$ cat src/rtl/axis_burst_framer.sv
// Groups an AXI-Stream word flow into fixed-length bursts marked with tlast.
// A partial burst is closed after a configurable number of idle input cycles.
module axis_burst_framer #(
  parameter int WIDTH    = 32,
  parameter int LEN_BITS = 12,
  parameter int TMO_BITS = 16
) (
  input  logic                clk,
  input  logic                rst_n,
  input  logic [LEN_BITS-1:0] cfg_burst_len,
  input  logic [TMO_BITS-1:0] cfg_timeout,
  input  logic [WIDTH-1:0]    s_rx_tdata,
  input  logic                s_rx_tvalid,
  output logic                s_rx_tready,
  output logic [WIDTH-1:0]    m_tx_tdata,
  output logic                m_tx_tvalid,
  input  logic                m_tx_tready,
  output logic                m_tx_tlast,
  output logic [15:0]         stat_bursts,
  output logic [15:0]         stat_short
);

  logic                h_valid_q, h_valid_d;
  logic                h_last_q,  h_last_d;
  logic [WIDTH-1:0]    h_data_q,  h_data_d;
  logic                o_valid_q, o_valid_d;
  logic                o_last_q,  o_last_d;
  logic [WIDTH-1:0]    o_data_q,  o_data_d;
  logic [LEN_BITS-1:0] idx_q,     idx_d;
  logic [LEN_BITS-1:0] len_q,     len_d;
  logic [TMO_BITS-1:0] tmo_q,     tmo_d;
  logic [15:0]         bursts_q,  bursts_d;
  logic [15:0]         short_q,   short_d;

  logic                accept;
  logic                o_free;
  logic                h_to_o;
  logic [LEN_BITS-1:0] len_eff;
  logic                word_final;
  logic                tmo_run;
  logic [TMO_BITS-1:0] tmo_inc;
  logic                expire;
  logic                out_last_beat;

  // H can always accept when it will move into O this cycle, so ready
  // only drops while both stages are full and the output is stalled.
  assign s_rx_tready = !h_valid_q || !o_valid_q || m_tx_tready;

  always_comb begin
    accept        = s_rx_tvalid && s_rx_tready;
    o_free        = !o_valid_q || m_tx_tready;
    h_to_o        = h_valid_q && o_free && (h_last_q || accept);
    // The first word of a burst compares against the live config, which is
    // also what gets latched for the rest of the burst.
    len_eff       = (idx_q == '0) ? cfg_burst_len : len_q;
    word_final    = (idx_q == len_eff);
    tmo_run       = h_valid_q && !h_last_q && !accept;
    tmo_inc       = tmo_q + 1'b1;
    expire        = tmo_run && (cfg_timeout != '0) && (tmo_inc == cfg_timeout);
    out_last_beat = o_valid_q && m_tx_tready && o_last_q;
  end

  always_comb begin
    h_valid_d = h_valid_q;
    h_last_d  = h_last_q;
    h_data_d  = h_data_q;
    o_valid_d = o_valid_q;
    o_last_d  = o_last_q;
    o_data_d  = o_data_q;
    idx_d     = idx_q;
    len_d     = len_q;
    tmo_d     = '0;
    bursts_d  = bursts_q;
    short_d   = short_q;

    if (h_to_o) begin
      o_valid_d = 1'b1;
      o_last_d  = h_last_q;
      o_data_d  = h_data_q;
    end else if (o_free) begin
      o_valid_d = 1'b0;
      o_last_d  = 1'b0;
    end

    if (accept) begin
      h_valid_d = 1'b1;
      h_data_d  = s_rx_tdata;
      h_last_d  = word_final;
      idx_d     = word_final ? '0 : idx_q + 1'b1;
      if (idx_q == '0) begin
        len_d = cfg_burst_len;
      end
    end else if (h_to_o) begin
      h_valid_d = 1'b0;
      h_last_d  = 1'b0;
    end else if (expire) begin
      h_last_d = 1'b1;
      idx_d    = '0;
      short_d  = short_q + 1'b1;
    end

    if (tmo_run && !expire) begin
      tmo_d = tmo_inc;
    end

    if (out_last_beat) begin
      bursts_d = bursts_q + 1'b1;
    end
  end

  always_ff @(posedge clk or negedge rst_n) begin
    if (!rst_n) begin
      h_valid_q <= 1'b0;
      h_last_q  <= 1'b0;
      h_data_q  <= '0;
      o_valid_q <= 1'b0;
      o_last_q  <= 1'b0;
      o_data_q  <= '0;
      idx_q     <= '0;
      len_q     <= '0;
      tmo_q     <= '0;
      bursts_q  <= '0;
      short_q   <= '0;
    end else begin
      h_valid_q <= h_valid_d;
      h_last_q  <= h_last_d;
      h_data_q  <= h_data_d;
      o_valid_q <= o_valid_d;
      o_last_q  <= o_last_d;
      o_data_q  <= o_data_d;
      idx_q     <= idx_d;
      len_q     <= len_d;
      tmo_q     <= tmo_d;
      bursts_q  <= bursts_d;
      short_q   <= short_d;
    end
  end

  assign m_tx_tdata  = o_data_q;
  assign m_tx_tvalid = o_valid_q;
  assign m_tx_tlast  = o_last_q;
  assign stat_bursts = bursts_q;
  assign stat_short  = short_q;

endmodule

$ cat config.mk
export PLATFORM = sky130hd
export DESIGN_NAME = axis_burst_framer
export DESIGN_NICKNAME = d
export VERILOG_FILES = /design/src/rtl/axis_burst_framer.sv
export SDC_FILE = /design/constraint.sdc
export NUM_CORES = 1
export LEC_CHECK = 0
export CAP_MARGIN = 20
export CORE_MARGIN = 1.5
export CORE_UTILIZATION = 51
export CTS_CLUSTER_SIZE = 20
export DETAILED_ROUTE_END_ITERATION = 6
export GPL_TIMING_DRIVEN = 1
export PLACE_DENSITY = 0.85
export SYNTH_ARGS = -nofsm -noshare
export SYNTH_HDL_FRONTEND = slang
export SYNTH_SLANG_ARGS = --single-unit
$ cat constraint.sdc
create_clock -name clk -period 5.9 [get_ports clk]
set_input_delay 1.18 -clock clk [delete_from_list [all_inputs] [get_ports clk]]
set_output_delay 1.18 -clock clk [all_outputs]
set_load 0.01 [all_outputs]
Word level (Yosys, flattened, before mapping)
Index checks and enable logic that the tools add are counted.
{"block": "word_totals", "inputBits": 64, "word_cells": 61, "regBits": 140}
{"block": "classes", "n_addsub": 4, "n_eq_ne": 3, "n_mux": 14, "n_reduce_logical": 27, "bitwise_logic": 2}
{"cell": "$mux W12", "count": 5}
{"cell": "$add A16 B1 Y16 const B", "count": 3}
{"cell": "$eq A16 B16 Y1", "count": 1}
{"cell": "$mux W16", "count": 1}
{"cell": "$reduce_bool A16 Y1", "count": 1}
{"cell": "$add A12 B1 Y12 const B", "count": 1}
{"cell": "$eq A12 B12 Y1", "count": 1}
{"cell": "$logic_not A12 Y1", "count": 1}
{"cell": "$logic_and A1 B1 Y1", "count": 10}
{"cell": "$mux W1", "count": 8}
{"cell": "$reduce_bool A2 Y1", "count": 3}
{"cell": "$logic_not A1 Y1", "count": 5}
{"cell": "$logic_or A1 B1 Y1", "count": 4}
{"cell": "$reduce_and A3 Y1", "count": 1}
{"cell": "$reduce_bool A3 Y1", "count": 1}
{"cell": "$ne A2 B2 Y1 const B", "count": 1}
{"cell": "$not A1 Y1", "count": 2}
{"cell": "$reduce_and A2 Y1", "count": 1}

Logic depth before layout (Yosys ltp)
Gate-level depths: netlist (run 1).
{"block": "depth", "depth_word": 11, "depth_mapped": 10, "mapped_depth_nobuf": 9}

Worst setup path after synthesis (run 1)
No wires, ideal clock.
{"block": "synth_timing", "path_type": "input -> register", "from": "input m_tx_tready", "to": "register short_q[14] (netlist: stat_short[14])", "arrival_time_ns": 3.265, "stages": 9, "setup_ns": 0.079, "path_slack_ns": 2.556, "required_ns": 5.821, "cell_sequence": "nand2b_1 > clkbuf_1 > a21oi_1 > o211ai_1 > a2111oi_0 > nand4_4 > buf_6 > nor4_4 > xor2_1"}
{"block": "synth_between", "elab_chain_cells": 7}
{"element": "start, declared", "line_no": "17", "source": "input logic m_tx_tready,"}
{"element": "$logic_or A1 B1 Y1", "line_no": "47", "source": "assign s_rx_tready = !h_valid_q || !o_valid_q || m_tx_tready;"}
{"element": "$logic_and A1 B1 Y1", "line_no": "50", "source": "accept = s_rx_tvalid && s_rx_tready;"}
{"element": "$logic_not A1 Y1", "line_no": "57", "source": "tmo_run = h_valid_q && !h_last_q && !accept;"}
{"element": "$logic_and A1 B1 Y1", "line_no": "57"}
{"element": "$logic_and A1 B1 Y1 (2 in a row)", "line_no": "59", "source": "expire = tmo_run && (cfg_timeout != '0) && (tmo_inc == cfg_timeout);"}
{"element": "$reduce_and A3 Y1 (no source line) (*)"}
{"element": "end signal, assigned", "line_no": "135", "source": "short_q <= short_d;"}
{"element": "end, declared", "line_no": "33", "source": "logic [15:0] short_q, short_d;"}
Every way passes the cells marked *; elsewhere a longest branch is shown, timed or not.
A chain may end at the register's enable or synchronous reset.

Worst setup path in the final report (run 1)
{"block": "layout_timing", "from": "input m_tx_tready", "to": "register short_q[1] (netlist: stat_short[1])"}
Same word-level chain as after synthesis.

==> results of run 1 <==
worst max-delay path by stage:
| stage | startpoint | endpoint | slack (ns) | cells past startpoint |
|---|---|---|---|---|
| 4_1_cts | m_tx_tready | stat_short[1]$_DFFE_PN0P_ | 1.49 | 8 |
| 6_report | m_tx_tready | stat_short[1]$_DFFE_PN0P_ | 1.43 | 8 |
| 3_3_place_gp | m_tx_tready | stat_short[1]$_DFFE_PN0P_ | 1.24 | 8 |
| 3_5_place_dp | m_tx_tready | stat_short[1]$_DFFE_PN0P_ | 1.05 | 8 |
| 5_1_grt | m_tx_tready | stat_short[1]$_DFFE_PN0P_ | 1.27 | 8 |
| 2_1_floorplan | m_tx_tready | stat_short[14]$_DFFE_PN0P_ | 2.56 | 9 |
layer usage:
layer	wire length, µm	GRT usage, %	up-vias
met3	1040	5.81	50
li1	-	-	2523
met2	7960	39.4	240
met4	498	11.6	0
met1	6890	30.8	2663
met5	0	0	-
worst max-delay path: stages:
cell and delay, ns:
clkdlybuf4s50_1 0.45, nand2b_1 0.25, a21oi_1 0.33, o211ai_1 0.14
a2111oi_0 0.76, nand4_4 0.46, nor2_1 0.77, mux2_2 0.41
layout by cell type, fill, tap and decap left out, drive strengths merged, types with 5 or more instances in the layout:
cell	synthesis	layout
mux2	45	45
nor3	16	16
nor4	18	18
inv	19	20
ha	5	5
or3	6	6
nor2b	8	8
nand2b	7	7
dfrtp	140	140
nor2	32	32
nand2	129	129
buf	7	6
o211ai	7	7
a21oi	11	11
xnor2	36	36
o21ai	17	17
xor2	30	30
clkdlybuf4s50	0	129
nand4	14	14
clkbuf	24	22
mux2i	5	5
nand3	23	23
and3	12	12
cell families (layout without fill, tap and decap cells):
group,after synthesis,count (layout)
adders and majority gates,5,5
DFF,140,140
buffers and inverters,50,185
xor gates and xnor gates,66,66
muxes,50,50
AOI/OAI and AO/OA,67,67
and+or+nand+nor,278,278
sequential cells by signal (all words and copies together) (netlist names), 12 cells and up:
name,flops
h_data_q,32
m_tx_tdata,32
stat_bursts,16
stat_short,16
tmo_q,16
idx_q,12
len_q,12
cells in the mapped netlist (all sizes together) (11+ instances only):
cell type	instances
dfrtp	140
nand2	129
mux2	45
xnor2	36
nor2	32
xor2	30
clkbuf	24
nand3	23
inv	19
nor4	18
o21ai	17
nor3	16
nand4	14
and3	12
a21oi	11
power breakdown:
part           internal, µW  leakage [µW]  switching [µW]
clock network           654      0.000283             399
logic                   543       0.00178             439
registers              1200       0.00180             215
through the flow:
step,total power [µW],cell area (µm²),utilization (%),worst slack (ns)
floorplan,1930,6760,-,2.56
global placement,2340,8180,64.0,1.24
detailed placement,2390,8180,64.0,1.05
CTS,3470,8760,68.6,1.49
global route,3630,8760,68.6,1.27
finish,3450,8760,68.6,1.43
area by class of cell:
cell class | count | area, µm²
fill | 888 | 4010
sequential | 140 | 3500
multi-input combinational | 466 | 3050
timing repair buffer | 135 | 1340
clock buffer | 22 | 474
tap | 172 | 215
clock inverter | 9 | 111
inverter | 19 | 71.3
==> reports/metrics.csv, run 1 <==
stage,metric,value,unit
yosys,Post-Synth Adder-Cell Area,0.926,%
detailed_routing,post-DR wirelength/cell,17.0,µm
hold_path,hold_sp,stat_short[15]$_DFFE_PN0P_,
hold_path,Hold Crit Class,reg -> reg,
floorplan,number of I/O pins,131,
finish,area grow syn2layout,29.7,%
detailed_routing,vias,5476,
detailed_routing,Detailed Route WL,16400,µm
cts,Post-CTS Hold Fix Bufs,0,
cts,H-tree depth,4,
timing,Hold Slack,0.466,ns
placed_design,cell count after placement,932,
yosys,Synth Area in Compound Gates,7.07,%
yosys,Yosys top cell by area,dfrtp_1,
global_routing,first-pass GRT wire length,27300,µm
pwr,Lkg Pwr,0.00386,µW
cts,post_cts resized,0,
yosys,average size of a mapped cell,10.3,µm²
yosys,Synth Cell Area,6760,µm²
cts,"CTS clk-pin slew, worst paths",0.06,ns
worst_setup_path,reg-to-reg endpoint,stat_short[1]$_DFFE_PN0P_,
hold_path,Worst Hold End,stat_short[15]$_DFFE_PN0P_,
detailed_routing,1st-iter DRT viols,469,
yosys,area share of the largest cell type after synthesis,51.9,%
detailed_routing,Routed Antenna Nets,0,
yosys,Synth Area in XOR/XNOR,8.56,%
pwr,power density cells,394,nW/µm²
worst_setup_path,worst reg2reg path depth,8,
timing,"Hold Vio Cnt, Final",0,
detailed_routing,drt drc,0,
timing,Worst Skew,0.00821,ns
yosys,Cells after Synth,656,
yosys,YS warnings,0,
floorplan,width of the die,118,µm
floorplan,Initial Utilization,52.9,%
worst_setup_path,CP max FO,19,
cts,"Clk Latency, worst-skew pair",0.42,ns
cts,TritonCTS clock tree,done,
yosys,#FFs+latches synth,140,
cts,buffer depth of the longest clock path,2,
placed_design,final RePlAce weighted congestion,0.937,
timing,max-slew violation count,0,
global_routing,total global routing overflow,0,
yosys,post-synthesis mux area share,8.24,%
floorplan,core region area,12800,µm²
global_routing,vias in the first global route,5544,
yosys,Most used DFF post-synth,dfrtp_1,
finish,share of cells above drive strength 1,11.4,%
detailed_routing,Vias/cell,5.69,
yosys,Area contributors post-synth,"dfrtp_1 52%, mux2_2 7.5%, nand2_1 7.1%",
cts,CTS root buffer,clkbuf_16,
yosys,sequential cell area fraction in the yosys report,51.9,%
floorplan,row count,41,
timing,Setup Total Neg Slack,0,ns
placed_design,DP HPWL,11200,µm
hold_path,hold path depth,1,
worst_setup_path,worst endpoint required time,6.20,ns
global_routing,GRT Total Usage,24.3,%
global_routing,largest net degree at the start of global routing,73,
cts,clock buffer count from CTS,17,
timing,crit path time final,4.47,ns
yosys,simple-gate share of the synthesized area,20.3,%
finish,Final nets,848,
yosys,syn_nets,725,
floorplan,Die Y-Extent,118,µm
pwr,VDD IR max,0.000248,V
timing,RSZ-0062 raised after global routing,no,
yosys,number of synthesized flops with an enable pin,0,
yosys,Yosys cell types,57,
cts,CTS Sinks,140,
job,# Max-Cap Violations,0,
worst_setup_path,critical path endpoint category,flip-flop,
worst_setup_path,reg2reg setup slack,1.84,ns
timing,Peak Freq,0.224,GHz
detailed_routing,DR pass1 iterations,5,
placed_design,I/O Buffers,130,
finish,fin cells,963,
floorplan,full die area,13900,µm²
worst_setup_path,worst endpoint data arrival time,4.76,ns
finish,ANT cells,0,
cts,postcts setup bufs,0,
run_status,status,finished clean,
timing,Final period util,75.7,%
worst_setup_path,Crit Reg-Reg Startpoint,tmo_q[0]$_DFF_PN0_,
yosys,Post-synth ARST share,100,%
timing,Worst slew margin,34.8,%
timing,worst-margin pin slew,0.953,ns
global_routing,initial antenna violation count,0,
yosys,largest family of logic cells by synthesized area,simple AND/OR/NAND/NOR gates,
worst_setup_path,Worst Setup Path Type,in -> reg,
worst_setup_path,Worst setup SP type,primary input,
timing,Setup Viol. Count Final,0,
(Power assumes the default switching activity.)
==> run 2: changes to the inputs <==
--- a/config.mk
+++ b/config.mk
@@ -7,11 +7,11 @@
 export LEC_CHECK = 0
 export CAP_MARGIN = 20
 export CORE_MARGIN = 1.5
-export CORE_UTILIZATION = 51
+export CORE_UTILIZATION = 47
 export CTS_CLUSTER_SIZE = 20
 export DETAILED_ROUTE_END_ITERATION = 6
 export GPL_TIMING_DRIVEN = 1
-export PLACE_DENSITY = 0.85
+export PLACE_DENSITY = 0.82
 export SYNTH_ARGS = -nofsm -noshare
 export SYNTH_HDL_FRONTEND = slang
 export SYNTH_SLANG_ARGS = --single-unit
==> constraint.sdc (replaced) <==
create_clock -name clk -period 4.1 [get_ports clk]
set_input_delay 0.82 -clock clk [delete_from_list [all_inputs] [get_ports clk]]
set_output_delay 0.82 -clock clk [all_outputs]
set_load 0.01 [all_outputs]
==> run 2 against run 1 <==
- total power increased by 42%
- setup slack worse by 0.86 ns
- utilization is 5.5 points lower
- clock skew fell by 0.0016 ns
- global-route usage down 2.0 points
- register-to-register slack got worse by 1.3 ns
- via count is 2.1% lower
- combinational power up 42%
- sequential share of layout area shrank 0.11 points
- critical path depth increased by 1
- critical path type is now reg -> reg
==> reports/metrics.csv, run 2 (same netlist as run 1, synthesis figures left out) <==
stage,metric,value,unit,change
placed_design,final RePlAce weighted congestion,0.887,,-5.3%
floorplan,full die area,15100,µm²,+8.3%
cts,TritonCTS clock tree,done,,
timing,Setup Viol. Count Final,0,,unchanged
finish,final instance area,8790,µm²,+0.27%
detailed_routing,Top Metal Used,met4,,
floorplan,row count,43,,+4.9%
placed_design,I/O Buffers,130,,unchanged
cts,CTS Sinks,140,,unchanged
finish,"commonest non-fill, non-tap cell in the layout",dfrtp_1,,
cts,postcts setup bufs,0,,unchanged
detailed_routing,Vias/cell,5.49,,-3.4%
finish,Final nets,852,,+0.47%
timing,Final period util,85.9,%,
floorplan,width of the die,123,µm,+4.1%
pwr,power density cells,558,nW/µm²,+42%
detailed_routing,Routed Antenna Nets,0,,unchanged
hold_path,Hold Crit Class,reg -> reg,,
worst_setup_path,worst endpoint data arrival time,3.79,ns,-0.97 ns
finish,area grow syn2layout,30.1,%,
job,# Max-Cap Violations,0,,unchanged
finish,most frequent cells in the layout,"140 x dfrtp_1, 129 x clkdlybuf4s50_1, 128 x nand2_1, 45 x mux2_2, 36 x xnor2_1",,
finish,ANT cells,0,,unchanged
timing,"Hold Vio Cnt, Final",0,,unchanged
run_status,status,finished clean,,
cts,"CTS clk-pin slew, worst paths",0.06,ns,about the same
cts,buffer depth of the longest clock path,2,,unchanged
worst_setup_path,critical path endpoint category,flip-flop,,
timing,max-slew violation count,0,,unchanged
pwr,VDD IR max,0.000376,V,+51%
cts,H-tree depth,4,,unchanged
timing,RSZ-0062 raised after global routing,no,,
cts,CTS root buffer,clkbuf_16,,
worst_setup_path,worst endpoint required time,4.37,ns,-1.83 ns
detailed_routing,vias,5359,,-2.1%
detailed_routing,post-DR wirelength/cell,16.5,µm,-3.1%
detailed_routing,metal2 WL,8070,µm,+1.4%
global_routing,GRT Total Usage,22.3,%,-2.0 points
timing,Setup Total Neg Slack,0,ns,unchanged
placed_design,DP HPWL,11300,µm,+1.0%
finish,fin cells,976,,+1.3%
timing,worst-margin pin slew,1.05,ns,+0.0931 ns
timing,Peak Freq,0.284,GHz,
finish,share of cells above drive strength 1,12.2,%,+0.81 points
cts,clock buffer count from CTS,17,,unchanged
cts,post_cts resized,0,,unchanged
worst_setup_path,Worst setup SP type,flip-flop,,
placed_design,cell count after placement,944,,+1.3%
floorplan,number of I/O pins,131,,unchanged
global_routing,total global routing overflow,0,,unchanged
detailed_routing,1st-iter DRT viols,269,,-43%
global_routing,first-pass GRT wire length,26100,µm,-4.2%
global_routing,vias in the first global route,5368,,-3.2%
detailed_routing,Detailed Route WL,16100,µm,-1.8%
detailed_routing,met3 wire length,878,µm,-15%
cts,Post-CTS Hold Fix Bufs,0,,unchanged
floorplan,Initial Utilization,48.5,%,-4.4 points
timing,crit path time final,3.52,ns,
worst_setup_path,CP max FO,8,,-11
global_routing,initial antenna violation count,0,,unchanged
detailed_routing,drt drc,0,,unchanged
pwr,Lkg Pwr,0.00387,µW,+0.24%
floorplan,Die Y-Extent,123,µm,+4.1%
cts,"Clk Latency, worst-skew pair",0.42,ns,about the same
worst_setup_path,Worst Setup Path Type,reg -> reg,,
global_routing,largest net degree at the start of global routing,108,,+48%
placed_design,placed inst area,8220,µm²,+0.49%
detailed_routing,Routed met1 length,6900,µm,+0.16%
floorplan,core region area,13900,µm²,+9.1%
timing,Worst Skew,0.00664,ns,-0.00157 ns
timing,Worst slew margin,30.3,%,-4.6 points
detailed_routing,DR pass1 iterations,4,,-1
==> run 2: path summary, 6_finish.rpt <==
| check | from | end | slack (ns) | cells past startpoint |
|---|---|---|---|---|
| max reg2reg | idx_q[0]$_DFFE_PN0P_ | idx_q[3]$_DFFE_PN0P_ | 0.58 | 9 |
| min in group asynchronous | rst_n | tmo_q[12]$_DFF_PN0_ | 0.48 | 1 |
| min | h_data_q[4]$_DFFE_PN0P_ | h_data_q[4]$_DFFE_PN0P_ | 0.47 | 2 |
| min reg2reg | h_data_q[4]$_DFFE_PN0P_ | h_data_q[4]$_DFFE_PN0P_ | 0.47 | 2 |
| max | idx_q[0]$_DFFE_PN0P_ | idx_q[3]$_DFFE_PN0P_ | 0.58 | 9 |
| max in group asynchronous | rst_n | tmo_q[7]$_DFF_PN0_ | 2.79 | 2 |
==> run 2: report_power, final <==
| group | internal (µW) | switching [µW] | total (µW) | leakage [µW] |
|---|---|---|---|---|
| Combinational | 783 | 608 | 1390 | 0.00180 |
| Sequential | 1730 | 314 | 2050 | 0.00180 |
| Clock | 843 | 627 | 1470 | 0.000272 |
| Total | 3360 | 1550 | 4910 | 0.00387 |
==> run 2: stage by stage <==
step | total power [µW] | setup WS (ns) | hold WS [ns] | util (%)
2_1_floorplan | 2770 | 1.12 | 0.442 | -
3_3_place_gp | 3380 | 0.405 | 0.454 | 59.0
3_5_place_dp | 3450 | 0.313 | 0.459 | 59.0
4_1_cts | 4950 | 0.588 | 0.475 | 63.1
5_1_grt | 5180 | 0.325 | 0.489 | 63.1
6_report | 4910 | 0.579 | 0.468 | 63.1
==> run 2: final cells by class <==
cell class | count | area [µm²]
fillers | 1129 | 5150
flip-flops and latches | 140 | 3500
multi-input cells | 466 | 3050
repair buffers | 139 | 1370
clock buffers | 17 | 425
well taps | 180 | 225
clock inverters | 15 | 144
inverters | 19 | 71.3
==> run 2: per-layer routing <==
metal | GRT usage [%] | vias to the layer above
met4 | 8.21 | 0
met5 | 0 | -
met3 | 4.80 | 23
met2 | 37.1 | 158
li1 | - | 2534
met1 | 28.8 | 2644
==> run 2: worst max-delay path: stages (launching register included) <==
cell and delay (ns):
dfrtp_1 0.46, inv_1 0.15, ha_1 0.15, nor4b_1 0.55, nand3_2 0.37, or4b_1 0.59
a22oi_1 0.15, or4b_1 0.61, nand2_2 0.21, o32ai_1 0.12
